[src/rtl/pacman_pkg.sv]
// Shared types for the Pac-Man heading controller: direction codes, FSM states
// and the reversal helper.
package pacman_pkg;

  typedef logic [1:0] dir_t;

  localparam dir_t DIR_UP    = 2'd0;
  localparam dir_t DIR_DOWN  = 2'd1;
  localparam dir_t DIR_LEFT  = 2'd2;
  localparam dir_t DIR_RIGHT = 2'd3;

  typedef enum logic [1:0] {
    ST_IDLE    = 2'd0,
    ST_RUN     = 2'd1,
    ST_BLOCKED = 2'd2
  } state_t;

  // UP<->DOWN and LEFT<->RIGHT differ only in bit 0 of the code.
  function automatic dir_t opposite(input dir_t d);
    return d ^ 2'b01;
  endfunction

endpackage

[src/rtl/pacman_dir_ctrl_if.sv]
// Button/maze/heading bundle between the game logic (master) and the
// heading controller (slave).
interface pacman_dir_ctrl_if;
  import pacman_pkg::*;

  logic       b3;
  logic       b2;
  logic       b1;
  logic       b0;
  logic       move_tick;
  logic [3:0] turn_ok;
  dir_t       cur_dir;
  logic       moving;
  logic       req_valid;
  dir_t       req_dir;
  logic [3:0] press;

  modport master (
    output b3, b2, b1, b0, move_tick, turn_ok,
    input  cur_dir, moving, req_valid, req_dir, press
  );

  modport slave (
    input  b3, b2, b1, b0, move_tick, turn_ok,
    output cur_dir, moving, req_valid, req_dir, press
  );

endinterface

[src/rtl/btn_edge_prio.sv]
// Rising-edge detection on the four debounced buttons plus a fixed-priority
// pick of one winning direction (UP > DOWN > LEFT > RIGHT).
module btn_edge_prio
  import pacman_pkg::*;
(
  input  logic       clk,
  input  logic       rst_n,
  input  logic [3:0] b,            // {UP, DOWN, LEFT, RIGHT}
  output logic [3:0] rise,
  output logic       winner_valid,
  output dir_t       winner_dir
);

  logic [3:0] b_prev;

  // NOTE: asynchronous active-low reset; clearing b_prev makes a button held
  // through reset release register as a fresh press.
  always_ff @(posedge clk or negedge rst_n) begin
    if (!rst_n) begin
      b_prev <= '0;
    end else begin
      // NOTE: non-blocking assignment for every sequential register.
      b_prev <= b;
    end
  end

  assign rise = b & ~b_prev;

  // Button bit index and direction code run in opposite orders.
  always_comb begin
    // NOTE: defaults first so no path leaves an output unassigned (no latch).
    winner_valid = 1'b1;
    winner_dir   = DIR_UP;
    if (rise[3])      winner_dir = DIR_UP;
    else if (rise[2]) winner_dir = DIR_DOWN;
    else if (rise[1]) winner_dir = DIR_LEFT;
    else if (rise[0]) winner_dir = DIR_RIGHT;
    else              winner_valid = 1'b0;
  end

endmodule

[src/rtl/pacman_dir_ctrl.sv]
// Pac-Man heading controller: buffers one turn request and applies it at a
// legal tile centre. Optional PACMAN_INSTANT_REVERSE_EN allows immediate reversal.
module pacman_dir_ctrl
  import pacman_pkg::*;
#(
  parameter int HOLD_TICKS = 8,
  parameter int CNT_W      = 4
) (
  input  logic              d_clk,
  input  logic              rst_n,
  pacman_dir_ctrl_if.slave  bus
);

  logic [3:0] rise;
  logic       winner_valid;
  dir_t       winner_dir;

  btn_edge_prio u_edge (
    .clk          (d_clk),
    .rst_n        (rst_n),
    .b            ({bus.b3, bus.b2, bus.b1, bus.b0}),
    .rise         (rise),
    .winner_valid (winner_valid),
    .winner_dir   (winner_dir)
  );

  state_t             state;
  dir_t               cur_dir;
  dir_t               req_dir;
  logic               moving;
  logic               req_valid;
  logic [3:0]         press;
  logic [CNT_W-1:0]   hold_cnt;

  // A same-cycle press bypasses the buffer when choosing the candidate turn.
  logic cand_valid;
  dir_t cand_dir;
  logic cand_legal;
  logic cur_open;
  logic rev_now;

  assign cand_valid = winner_valid | req_valid;
  assign cand_dir   = winner_valid ? winner_dir : req_dir;
  assign cand_legal = cand_valid & bus.turn_ok[cand_dir];
  assign cur_open   = bus.turn_ok[cur_dir];

`ifdef PACMAN_INSTANT_REVERSE_EN
  // The tile just left is always open, so turn_ok is not needed here.
  assign rev_now = winner_valid && (state != ST_IDLE) &&
                   (winner_dir == opposite(cur_dir));
`else
  assign rev_now = 1'b0;
`endif

  always_ff @(posedge d_clk or negedge rst_n) begin
    if (!rst_n) begin
      state     <= ST_IDLE;
      cur_dir   <= DIR_LEFT;
      moving    <= 1'b0;
      req_valid <= 1'b0;
      req_dir   <= DIR_LEFT;
      press     <= '0;
      hold_cnt  <= '0;
    end else begin
      press <= rise;

      if (rev_now) begin
        cur_dir   <= winner_dir;
        state     <= ST_RUN;
        moving    <= 1'b1;
        req_valid <= 1'b0;
        hold_cnt  <= '0;
      end else if (bus.move_tick) begin
        if (cand_legal) begin
          cur_dir   <= cand_dir;
          req_valid <= 1'b0;
          hold_cnt  <= '0;
          state     <= ST_RUN;
          moving    <= 1'b1;
        end else begin
          // IDLE only leaves through a legal request.
          if (state != ST_IDLE) begin
            if (cur_open) begin
              state  <= ST_RUN;
              moving <= 1'b1;
            end else begin
              state  <= ST_BLOCKED;
              moving <= 1'b0;
            end
          end

          // A fresh press outranks expiry of the old request.
          if (winner_valid) begin
            req_dir   <= winner_dir;
            req_valid <= 1'b1;
            hold_cnt  <= CNT_W'(HOLD_TICKS);
          end else if (req_valid) begin
            if (hold_cnt <= CNT_W'(1)) begin
              req_valid <= 1'b0;
              hold_cnt  <= '0;
            end else begin
              hold_cnt <= hold_cnt - 1'b1;
            end
          end
        end
      end else if (winner_valid) begin
        req_dir   <= winner_dir;
        req_valid <= 1'b1;
        hold_cnt  <= CNT_W'(HOLD_TICKS);
      end
    end
  end

  assign bus.cur_dir   = cur_dir;
  assign bus.moving    = moving;
  assign bus.req_valid = req_valid;
  assign bus.req_dir   = req_dir;
  assign bus.press     = press;

endmodule

[src/flat_wrapper.sv]
// flat-port wrapper written by rule: the top's interface ports become plain ports
module pacman_dir_ctrl_flat import pacman_pkg::*;
#(
  parameter int HOLD_TICKS = 8,
  parameter int CNT_W      = 4
)
  (d_clk, rst_n, bus_b3, bus_b2, bus_b1, bus_b0, bus_move_tick, bus_turn_ok, bus_cur_dir, bus_moving, bus_req_valid, bus_req_dir, bus_press);
  pacman_dir_ctrl_if bus_i ();
  input  logic d_clk;
  input  logic rst_n;
  input wire logic [$bits(bus_i.b3)-1:0] bus_b3;
  input wire logic [$bits(bus_i.b2)-1:0] bus_b2;
  input wire logic [$bits(bus_i.b1)-1:0] bus_b1;
  input wire logic [$bits(bus_i.b0)-1:0] bus_b0;
  input wire logic [$bits(bus_i.move_tick)-1:0] bus_move_tick;
  input wire logic [$bits(bus_i.turn_ok)-1:0] bus_turn_ok;
  output wire logic [$bits(bus_i.cur_dir)-1:0] bus_cur_dir;
  output wire logic [$bits(bus_i.moving)-1:0] bus_moving;
  output wire logic [$bits(bus_i.req_valid)-1:0] bus_req_valid;
  output wire logic [$bits(bus_i.req_dir)-1:0] bus_req_dir;
  output wire logic [$bits(bus_i.press)-1:0] bus_press;
  assign bus_i.b3 = bus_b3;
  assign bus_i.b2 = bus_b2;
  assign bus_i.b1 = bus_b1;
  assign bus_i.b0 = bus_b0;
  assign bus_i.move_tick = bus_move_tick;
  assign bus_i.turn_ok = bus_turn_ok;
  assign bus_cur_dir = bus_i.cur_dir;
  assign bus_moving = bus_i.moving;
  assign bus_req_valid = bus_i.req_valid;
  assign bus_req_dir = bus_i.req_dir;
  assign bus_press = bus_i.press;
  pacman_dir_ctrl #(.HOLD_TICKS(HOLD_TICKS), .CNT_W(CNT_W)) u_core (.d_clk(d_clk), .rst_n(rst_n), .bus(bus_i));
endmodule
[config.mk]
export PLATFORM = sky130hd
export DESIGN_NAME = pacman_dir_ctrl_flat
export DESIGN_NICKNAME = d
export VERILOG_FILES = /design/src/rtl/pacman_pkg.sv /design/src/rtl/pacman_dir_ctrl_if.sv /design/src/rtl/btn_edge_prio.sv /design/src/rtl/pacman_dir_ctrl.sv /design/src/flat_wrapper.sv
export SDC_FILE = /design/constraint.sdc
export NUM_CORES = 1
export LEC_CHECK = 0
export CAP_MARGIN = 20
export CELL_PAD_IN_SITES_DETAIL_PLACEMENT = 1
export CELL_PAD_IN_SITES_GLOBAL_PLACEMENT = 1
export CORE_ASPECT_RATIO = 0.75
export CORE_MARGIN = 2
export CORE_UTILIZATION = 40
export CTS_BUF_LIST = sky130_fd_sc_hd__clkbuf_16
export CTS_CLUSTER_SIZE = 12
export DETAILED_ROUTE_END_ITERATION = 12
export PLACE_DENSITY = 0.87
export SLEW_MARGIN = 15
export SYNTH_ARGS = -nofsm -noshare
export SYNTH_HDL_FRONTEND = slang
export SYNTH_SLANG_ARGS = --single-unit
[constraint.sdc]
create_clock -name d_clk -period 5.55 [get_ports d_clk]
set_input_delay 0.555 -clock d_clk [delete_from_list [all_inputs] [get_ports d_clk]]
set_output_delay 0.555 -clock d_clk [all_outputs]
set_load 0.01 [all_outputs]
# Yosys cells after proc, flatten, opt, wreduce, memory -nomap -nowiden
# Index checks and enable logic that the tools add are counted.
dict set report totals {
  register_bits 20
  inputBits 11
  wordCells 57
  output_inout_bits 10
}
dict set report op_classes {
  n_lt_le_gt_ge 3
  n_addsub 1
  n_eq_ne 1
  muxes 33
  n_reduce_logical 7
  bitwise 4
}
# operator count
set ops {}
lappend ops {{2-to-1 mux 4 bit} 6}
lappend ops {{2-to-1 mux 2 bit} 10}
lappend ops {{2-to-1 mux 1 bit} 15}
lappend ops {{< comparator 2 x 3 -> 1 bit, second input constant} 2}
lappend ops {{AND reduction 2 bit} 3}
lappend ops {{nonzero test 2 bit} 3}
lappend ops {{AND 4 bit} 1}
lappend ops {{binary-select mux 1 bit (select 2 bit)} 2}
lappend ops {{<= comparator 4 x 1 -> 1 bit, second input constant} 1}
lappend ops {{NOT 4 bit} 1}
lappend ops {{subtractor 4 x 1 -> 4 bit, second input constant} 1}
lappend ops {{nonzero test 3 bit} 1}
lappend ops {{!= test 2 bit, second input constant} 1}
lappend ops {{AND 1 bit} 1}
lappend ops {{bitwise OR 1 bit} 1}

# Logic depth before layout (Yosys ltp)
# Gate-level depths: netlist of run 1.
dict set report logic_depth {
  depth_word 12
  depth_mapped 8
  depth_no_buf 7
}

# Hierarchy
# From an unflattened synthesis of run 1, not the netlist that was laid out.
dict set report unflattened {
  cells_unflattened 96
  hier_area_um2 1089.8
}
# mod cells_per_inst seq_area_each_um2 area_each_um2 instances
set modules_own_cells {}
lappend modules_own_cells {pacman_dir_ctrl 81 402.9 884.6 1}
lappend modules_own_cells {btn_edge_prio 15 100.1 205.2 1}

# Worst setup path before layout of run 1
# No wires, ideal clock.
dict set report synth_path {
  path_kind {input-to-reg}
  startpoint {in bus_b0}
  endpoint {reg u_core.req_dir[0], in the netlist u_core.bus.req_dir[0]}
  n_path_buf 1
  setup_ps 128
  required_ps 5422
  setup_slack_ps 3495
  t_arrival_ps 1928
  stages 7
  path_cell_list {and2b_4 -> o311ai_1 -> o41ai_1 -> o32a_1 -> buf_4 -> nor2_4 -> mux2_1}
}
dict set report synth_between {
  elab_chain_cells 10
  word_cells_on_any_way 17
  cone_classes {1 x eq/ne; 13 x mux; 3 x bitwise}
}
# element line
set synth_lines {}
lappend synth_lines {{start, declared} flat_wrapper.sv:14} ;# input wire logic [$bits(bus_i.b0)-1:0] bus_b0;
lappend synth_lines {{AND 4 bit *} btn_edge_prio.sv:27} ;# assign rise = b & ~b_prev;
lappend synth_lines {{2-to-1 mux 2 bit / 2-to-1 mux 1 bit (equally long branches)} btn_edge_prio.sv:37} ;# else if (rise[0]) winner_dir = DIR_RIGHT;
lappend synth_lines {{2-to-1 mux 2 bit / 2-to-1 mux 1 bit (equally long branches)} btn_edge_prio.sv:36} ;# else if (rise[1]) winner_dir = DIR_LEFT;
lappend synth_lines {{2-to-1 mux 2 bit / 2-to-1 mux 1 bit (equally long branches)} btn_edge_prio.sv:35} ;# else if (rise[2]) winner_dir = DIR_DOWN;
lappend synth_lines {{2-to-1 mux 2 bit / 2-to-1 mux 1 bit (equally long branches)} btn_edge_prio.sv:34} ;# if (rise[3]) winner_dir = DIR_UP;
lappend synth_lines {{2-to-1 mux 2 bit} pacman_dir_ctrl.sv:43} ;# assign cand_dir = winner_valid ? winner_dir : req_dir;
lappend synth_lines {{binary-select mux 1 bit (select 2 bit)} pacman_dir_ctrl.sv:44} ;# assign cand_legal = cand_valid & bus.turn_ok[cand_dir];
lappend synth_lines {{2-to-1 mux 1 bit (implied by the code)} pacman_dir_ctrl.sv:44}
lappend synth_lines {{AND 1 bit} pacman_dir_ctrl.sv:44}
lappend synth_lines {{!= test 2 bit (no line)} n/a}
lappend synth_lines {{end signal, assigned} pacman_dir_ctrl.sv:94} ;# req_dir <= winner_dir;
lappend synth_lines {{end signal, assigned} pacman_dir_ctrl.sv:107} ;# req_dir <= winner_dir;
lappend synth_lines {{end, declared} pacman_dir_ctrl.sv:29} ;# dir_t req_dir;
# Mark *: on every way between the ends. The rest lies on a longest branch, timed or not. The select of a mux whose other input is x is not followed.
# A chain may end at the register's enable or synchronous reset.

# Worst setup path after layout of run 1
dict set report layout_path {
  startpoint {in bus_b1}
  endpoint {reg u_core.req_dir[0], in the netlist u_core.bus.req_dir[0]}
}
dict set report layout_between {
  elab_chain_cells 9
  word_cells_on_any_way 15
  cone_classes {1 x eq/ne; 11 x mux; 3 x bitwise}
}
# element line
set layout_lines {}
lappend layout_lines {{start, declared} flat_wrapper.sv:13} ;# input wire logic [$bits(bus_i.b1)-1:0] bus_b1;
lappend layout_lines {{AND 4 bit *} btn_edge_prio.sv:27}
lappend layout_lines {{net u_core.rise[1]} pacman_dir_ctrl.sv:14} ;# logic [3:0] rise;
lappend layout_lines {{2-to-1 mux 2 bit / 2-to-1 mux 1 bit (equally long branches)} btn_edge_prio.sv:36}
lappend layout_lines {{2-to-1 mux 2 bit / 2-to-1 mux 1 bit (equally long branches)} btn_edge_prio.sv:35}
lappend layout_lines {{2-to-1 mux 2 bit / 2-to-1 mux 1 bit (equally long branches)} btn_edge_prio.sv:34}
lappend layout_lines {{2-to-1 mux 2 bit} pacman_dir_ctrl.sv:43}
lappend layout_lines {{binary-select mux 1 bit (select 2 bit)} pacman_dir_ctrl.sv:44}
lappend layout_lines {{2-to-1 mux 1 bit (implied by the code)} pacman_dir_ctrl.sv:44}
lappend layout_lines {{AND 1 bit} pacman_dir_ctrl.sv:44}
lappend layout_lines {{!= test 2 bit (no line)} n/a}
# Mark *: on every way through the listed nets, which the timed path passes. The rest lies on a longest branch. The select of a mux whose other input is x is not followed.

==> flow_metrics.tcl, run 1 <==
set metrics [dict create \
    status "complete, no violations" \
    path_cells "clkdlybuf4s50_1 -> nand2b_2 -> inv_2 -> o311ai_1 -> o41ai_1 -> o32a_1 -> nor2_4 -> mux2_1" \
    wl_mm 2.272 \
    hold_buffers 0 \
    clock.fmax_mhz 395.4 \
    dp_cells 139 \
    initialDrtViolationCount 10 \
    fill_cells 238 \
    synth_seq_cells 19 \
    finalCritPeriodShare 0.4556 \
    critPathKind "in2reg" \
    io_pins 21 \
    grt_max_degree 20 \
    fp.dieArea_sq_um 2767 \
    fin_nets 123 \
    synth_edf_count 0 \
    dieWidth_microns 60.08 \
    place_congestion 0.7784 \
    fin_crit_ns 2.529 \
    ys_types 37 \
    yosysSeqAreaShare 0.5066 \
    start_kind "input pin" \
    wl_per_cell_microns 15.89 \
    synthesis.instances 87 \
    async_reset_ff_frac 1.000 \
    clk_pin_slew_worst_paths_ns 0.05 \
    rsz0062_at_grt "no" \
    yosysWarnings 0 \
    clock-sinks 19 \
    area_growth_pct 32.23 \
    p_total_mw 0.4752 \
    die_h_microns 46.06 \
    path_max_fanout 10 \
    drive_above_1_share 0.1743 \
    layout_commonest_cell "clkdlybuf4s50_1" \
    cts_tree "done" \
    route.vias.total 756 \
    clk_path_buf_depth 2 \
    syn_area_sq_um 943.4 \
    cpMaxStageDelayCell "clkdlybuf4s50_1" \
    postRouteAntennaNets 0 \
    rows 15 \
    grt.total_usage 0.1943 \
    ctsResizeCount 0 \
    clk_latency_ns 0.25 \
    dr.pass1.iters 4 \
    grt_pass1_vias 778 \
    core_sq_um 2271 \
    power_density_nw_per_um2 380.9 \
    syn-num-nets 100 \
    mostFrequentLayoutCells "clkdlybuf4s50_1 (20), dfrtp_1 (17), nor2_1 (9)" \
    syn_avg_cell_area_sq_um 10.84 \
    antenna_found_initial 0 \
    peakVddDrop_v 0.0002768 \
    synth_flop_cell "dfrtp_1" \
    crit_start "bus_b1" \
    htreeDepth 1 \
    finalSetupTns_ns 0 \
    end_kind "register" \
    cts_made_buffers 3 \
    place_hpwl_mm 1.659 \
    diodes 0 \
    ctsRootBufferMaster "clkbuf_16" \
    cts_setup_buffers 0 \
    tightest_slew_ns 0.8481 \
    fin_skew_ns 0.0005858 \
    worst_ep_arrival_time_ns 2.66 \
    grt_pass1_wl_mm 3.746 \
    min_from "u_core.bus.cur_dir[1]$_DFFE_PN1P_" \
    cp.required_ns 5.68 \
    drc 0 \
    finalNonFillerCells 143 \
    vias_per_cell 5.287 \
    initial_core_util 0.4154 \
    p_leak_nw 0.5228 \
    gr-total-overflow 0 \
    crit_path_max_incr_delay_ns 0.46 \
    r2r-start "u_core.u_edge.b_prev[1]$_DFF_PN0_" \
    port_buffers 20 \
    cap_violations 0 \
    finalMaxSlewViolations 0 \
    hold_viol 0 \
    slew_headroom 0.4328 \
    setup-violations-final 0 \
    holdCritPathClass "reg2reg" \
]
==> layer usage <==
layer	track usage	up-vias	wire, microns
li1	-	359	-
met1	0.2580	373	1053
met2	0.3109	22	1107
met5	0	-	0
met4	0.04444	0	9
met3	0.06461	2	101
==> final timing paths <==
check,cells after the start,slack [ns],end
max in group asynchronous,1,4.23,u_core.hold_cnt[1]$_DFFE_PN0P_
min in group asynchronous,1,0.79,u_core.u_edge.b_prev[3]$_DFF_PN0_
worst max register to register,7,3.45,u_core.bus.req_dir[0]$_DFFE_PN0P_
worst min-delay path,2,0.54,u_core.bus.cur_dir[1]$_DFFE_PN1P_
worst min register to register,2,0.54,u_core.bus.cur_dir[1]$_DFFE_PN1P_
worst max-delay path,8,3.02,u_core.bus.req_dir[0]$_DFFE_PN0P_
==> critical path: cells and delay by family <==
kind                   cells  cell delay [ns]
and+or+nand+nor            2             0.32
muxes                      1             0.33
AOI/OAI and AO/OA          3             0.93
buffers and inverters      2             0.52
==> metrics by stage <==
step                instance area [sq um]    util  setup WS [ns]  hold WS [ns]
floorplan                           943.4       -          3.495        0.2594
global placement                     1167  0.5141          2.942        0.5250
detailed placement                   1167  0.5141          2.800        0.5359
CTS                                  1247  0.5493          3.047        0.5440
global route                         1247  0.5493          2.950        0.5578
finish                               1247  0.5493          3.021        0.5372
==> where the power goes <==
group	total, mW	leakage (nW)	internal, mW	switching [mW]
registers	0.190	0.230	0.166	0.0231
logic	0.139	0.252	0.0734	0.0657
clock network	0.146	0.0409	0.0965	0.0500
==> final cells by class <==
type                       count  area (sq um)  area share
inverter                       6         25.02     0.02006
multi-input combinational     60         421.7      0.3380
clock buffer                   3         75.07     0.06018
tap                           34         42.54     0.03410
timing repair buffer          20         200.2      0.1605
clock inverter                 1         5.005    0.004012
sequential                    19         478.0      0.3831
==> cell families (layout without fill, tap and decap cells) <==
family	after synthesis	after routing	synth area share
muxes	4	4	0.05835
and+or+nand+nor	31	31	0.1897
buffers and inverters	8	30	0.04643
AOI/OAI and AO/OA	23	23	0.1724
DFF	19	19	0.5066
adders and majority gates	2	2	0.02652
==> sequential cells by signal (all words and copies together), names as in the netlist <==
register              cells
u_core.bus.press          4
u_core.hold_cnt           4
u_core.u_edge.b_prev      4
u_core.bus.cur_dir        2
u_core.bus.req_dir        2
u_core.bus.moving         1
u_core.bus.req_valid      1
u_core.state              1
==> cell usage after synthesis (2+ instances only) <==
cell      instances  area, sq um
mux2_1            2        22.52
dfrtp_1          17        425.4
ha_1              2        25.02
a21oi_1           6        30.03
nor2_1            9        33.78
nor3_1            4        20.02
nand3_1           2        10.01
inv_2             2        7.510
nand2_1           6        22.52
dfstp_2           2        52.55
inv_1             3        11.26
o41ai_1           2        17.52
nand2b_2          2        17.52
o22ai_1           2        12.51
o21ai_0           4        20.02
No activity file was read; power rests on OpenSTA's default activity.
==> inputs of run 2 (changes only) <==
--- a/config.mk
+++ b/config.mk
@@ -10,11 +10,11 @@
 export CELL_PAD_IN_SITES_GLOBAL_PLACEMENT = 1
 export CORE_ASPECT_RATIO = 0.75
 export CORE_MARGIN = 2
-export CORE_UTILIZATION = 40
+export CORE_UTILIZATION = 34
 export CTS_BUF_LIST = sky130_fd_sc_hd__clkbuf_16
 export CTS_CLUSTER_SIZE = 12
 export DETAILED_ROUTE_END_ITERATION = 12
-export PLACE_DENSITY = 0.87
+export PLACE_DENSITY = 0.8
 export SLEW_MARGIN = 15
 export SYNTH_ARGS = -nofsm -noshare
 export SYNTH_HDL_FRONTEND = slang
==> constraint.sdc (replaced) <==
create_clock -name d_clk -period 2.2 [get_ports d_clk]
set_input_delay 0.22 -clock d_clk [delete_from_list [all_inputs] [get_ports d_clk]]
set_output_delay 0.22 -clock d_clk [all_outputs]
set_load 0.01 [all_outputs]
==> flow_metrics.tcl, run 2 (synthesis gave the netlist of run 1 again) <==
set metrics [dict create \
    grt_pass1_vias 888 \
    peakVddDrop_v 0.0005245 \
    setup-violations-final 0 \
    dieWidth_microns 64.83 \
    vias_per_cell 5.087 \
    tightest_slew_ns 0.4050 \
    fin_skew_ns 0.002150 \
    initialDrtViolationCount 15 \
    mostFrequentLayoutCells "clkdlybuf4s50_1 (20), dfrtp_1 (17), nor2_1 (9)" \
    rsz0062_at_grt "no" \
    cap_violations 0 \
    grt_max_degree 20 \
    route.vias.total 758 \
    fill_cells 304 \
    finalMaxSlewViolations 0 \
    core_sq_um 2623 \
    htreeDepth 1 \
    gr-total-overflow 0 \
    largestRegisters "u_core.bus.press (4), u_core.hold_cnt (4), u_core.u_edge.b_prev (4)" \
    drive_above_1_share 0.1947 \
    slew_headroom 0.7257 \
    clock.fmax_mhz 501.2 \
    grt.total_usage 0.1813 \
    grt_pass1_wl_mm 4.402 \
    path_max_fanout 4 \
    p_leak_nw 0.5431 \
    clock-sinks 19 \
    cp.required_ns 2.32 \
    start_kind "input pin" \
    r2r_end "u_core.bus.req_dir[0]$_DFFE_PN0P_" \
    antenna_found_initial 0 \
    port_buffers 20 \
    multi_input_area_sq_um 421.7 \
    place_hpwl_mm 1.736 \
    power_density_nw_per_um2 950.5 \
    layout_commonest_cell "clkdlybuf4s50_1" \
    regArea_sq_um 478.0 \
    finalCritPeriodShare 0.9069 \
    hold_buffers 0 \
    place_congestion 0.7499 \
    critPathKind "in2reg" \
    holdCritPathClass "in2async" \
    placed_area_sq_um 1200 \
    fin_nets 127 \
    r2r_cells 7 \
    dr.pass1.iters 3 \
    die_h_microns 49.62 \
    postRouteAntennaNets 0 \
    wl_per_cell_microns 16.02 \
    io_pins 21 \
    r2r-start "u_core.u_edge.b_prev[1]$_DFF_PN0_" \
    clk_path_buf_depth 2 \
    wl_mm 2.387 \
    cts_setup_buffers 0 \
    end_kind "register" \
    worst_ep_arrival_time_ns 2.12 \
    cts_tree "done" \
    finalSetupTns_ns 0 \
    ctsResizeCount 0 \
    fin_crit_ns 1.995 \
    diodes 0 \
    r2r_slack_ns 0.28 \
    ctsRootBufferMaster "clkbuf_16" \
    fp.dieArea_sq_um 3217 \
    initial_core_util 0.3597 \
    hold_viol 0 \
    cts_made_buffers 3 \
    design_area_sq_um 1279 \
    rows 16 \
    drc 0 \
    status "complete, no violations" \
    clk_pin_slew_worst_paths_ns 0.05 \
    area_growth_pct 35.54 \
    clk_latency_ns 0.25 \
]
==> run 2: metrics by stage <==
step | hold WS (ns) | utilization | std cells | power [mW] | setup WS, ns
floorplan | -0.07559 | - | 87 | 0.6773 | 0.3628
global placement | 0.5243 | 0.4575 | 145 | 0.8322 | 0.06764
detailed placement | 0.5190 | 0.4575 | 145 | 0.8493 | 0.009265
CTS | 0.3118 | 0.4876 | 149 | 1.227 | 0.2061
global route | 0.3405 | 0.4876 | 149 | 1.287 | 0.03086
finish | 0.3074 | 0.4876 | 149 | 1.215 | 0.2048
==> run 2: area by class of cell <==
cell class / instances / area share
sequential: 19 / 0.3738
multi-input combinational: 60 / 0.3297
timing repair buffer: 24 / 0.1800
clock buffer: 3 / 0.05871
tap: 36 / 0.03522
inverter: 6 / 0.01957
clock inverter: 1 / 0.002935
==> run 2: worst max-delay path, cell delays in order <==
cell	delay [ns]
clkdlybuf4s50_1	0.43
nand2b_2	0.12
inv_2	0.06
o311ai_1	0.40
o41ai_1	0.16
o32a_1	0.23
nor2_4	0.15
mux2_1	0.34
==> run 2: worst max-delay path by stage <==
| stage | startpoint | to | slack [ns] | cells past startpoint |
|---|---|---|---|---|
| finish | bus_b1 | u_core.bus.req_dir[0]$_DFFE_PN0P_ | 0.20 | 8 |
| detailed placement | bus_b1 | u_core.bus.req_dir[0]$_DFFE_PN0P_ | 0.009 | 8 |
| floorplan | u_core.u_edge.b_prev[1]$_DFF_PN0_ | u_core.bus.req_dir[0]$_DFFE_PN0P_ | 0.36 | 8 |
| global placement | bus_b1 | u_core.bus.cur_dir[0]$_DFFE_PN0P_ | 0.07 | 8 |
| global route | bus_b1 | u_core.bus.cur_dir[0]$_DFFE_PN0P_ | 0.03 | 8 |
| CTS | bus_b1 | u_core.bus.req_dir[0]$_DFFE_PN0P_ | 0.21 | 8 |
==> run 2: where the power goes <==
part           total, mW  internal [mW]  switching, mW
Combinational      0.367          0.196          0.171
Clock              0.366          0.241          0.125
Sequential         0.482          0.420         0.0619
==> run 2: metal layers <==
metal	vias to the layer above	track usage	routed length [microns]
li1	363	-	-
met1	380	0.2224	1051
met2	13	0.3213	1254
met3	2	0.05023	68
met4	0	0.03191	13
met5	-	0	0
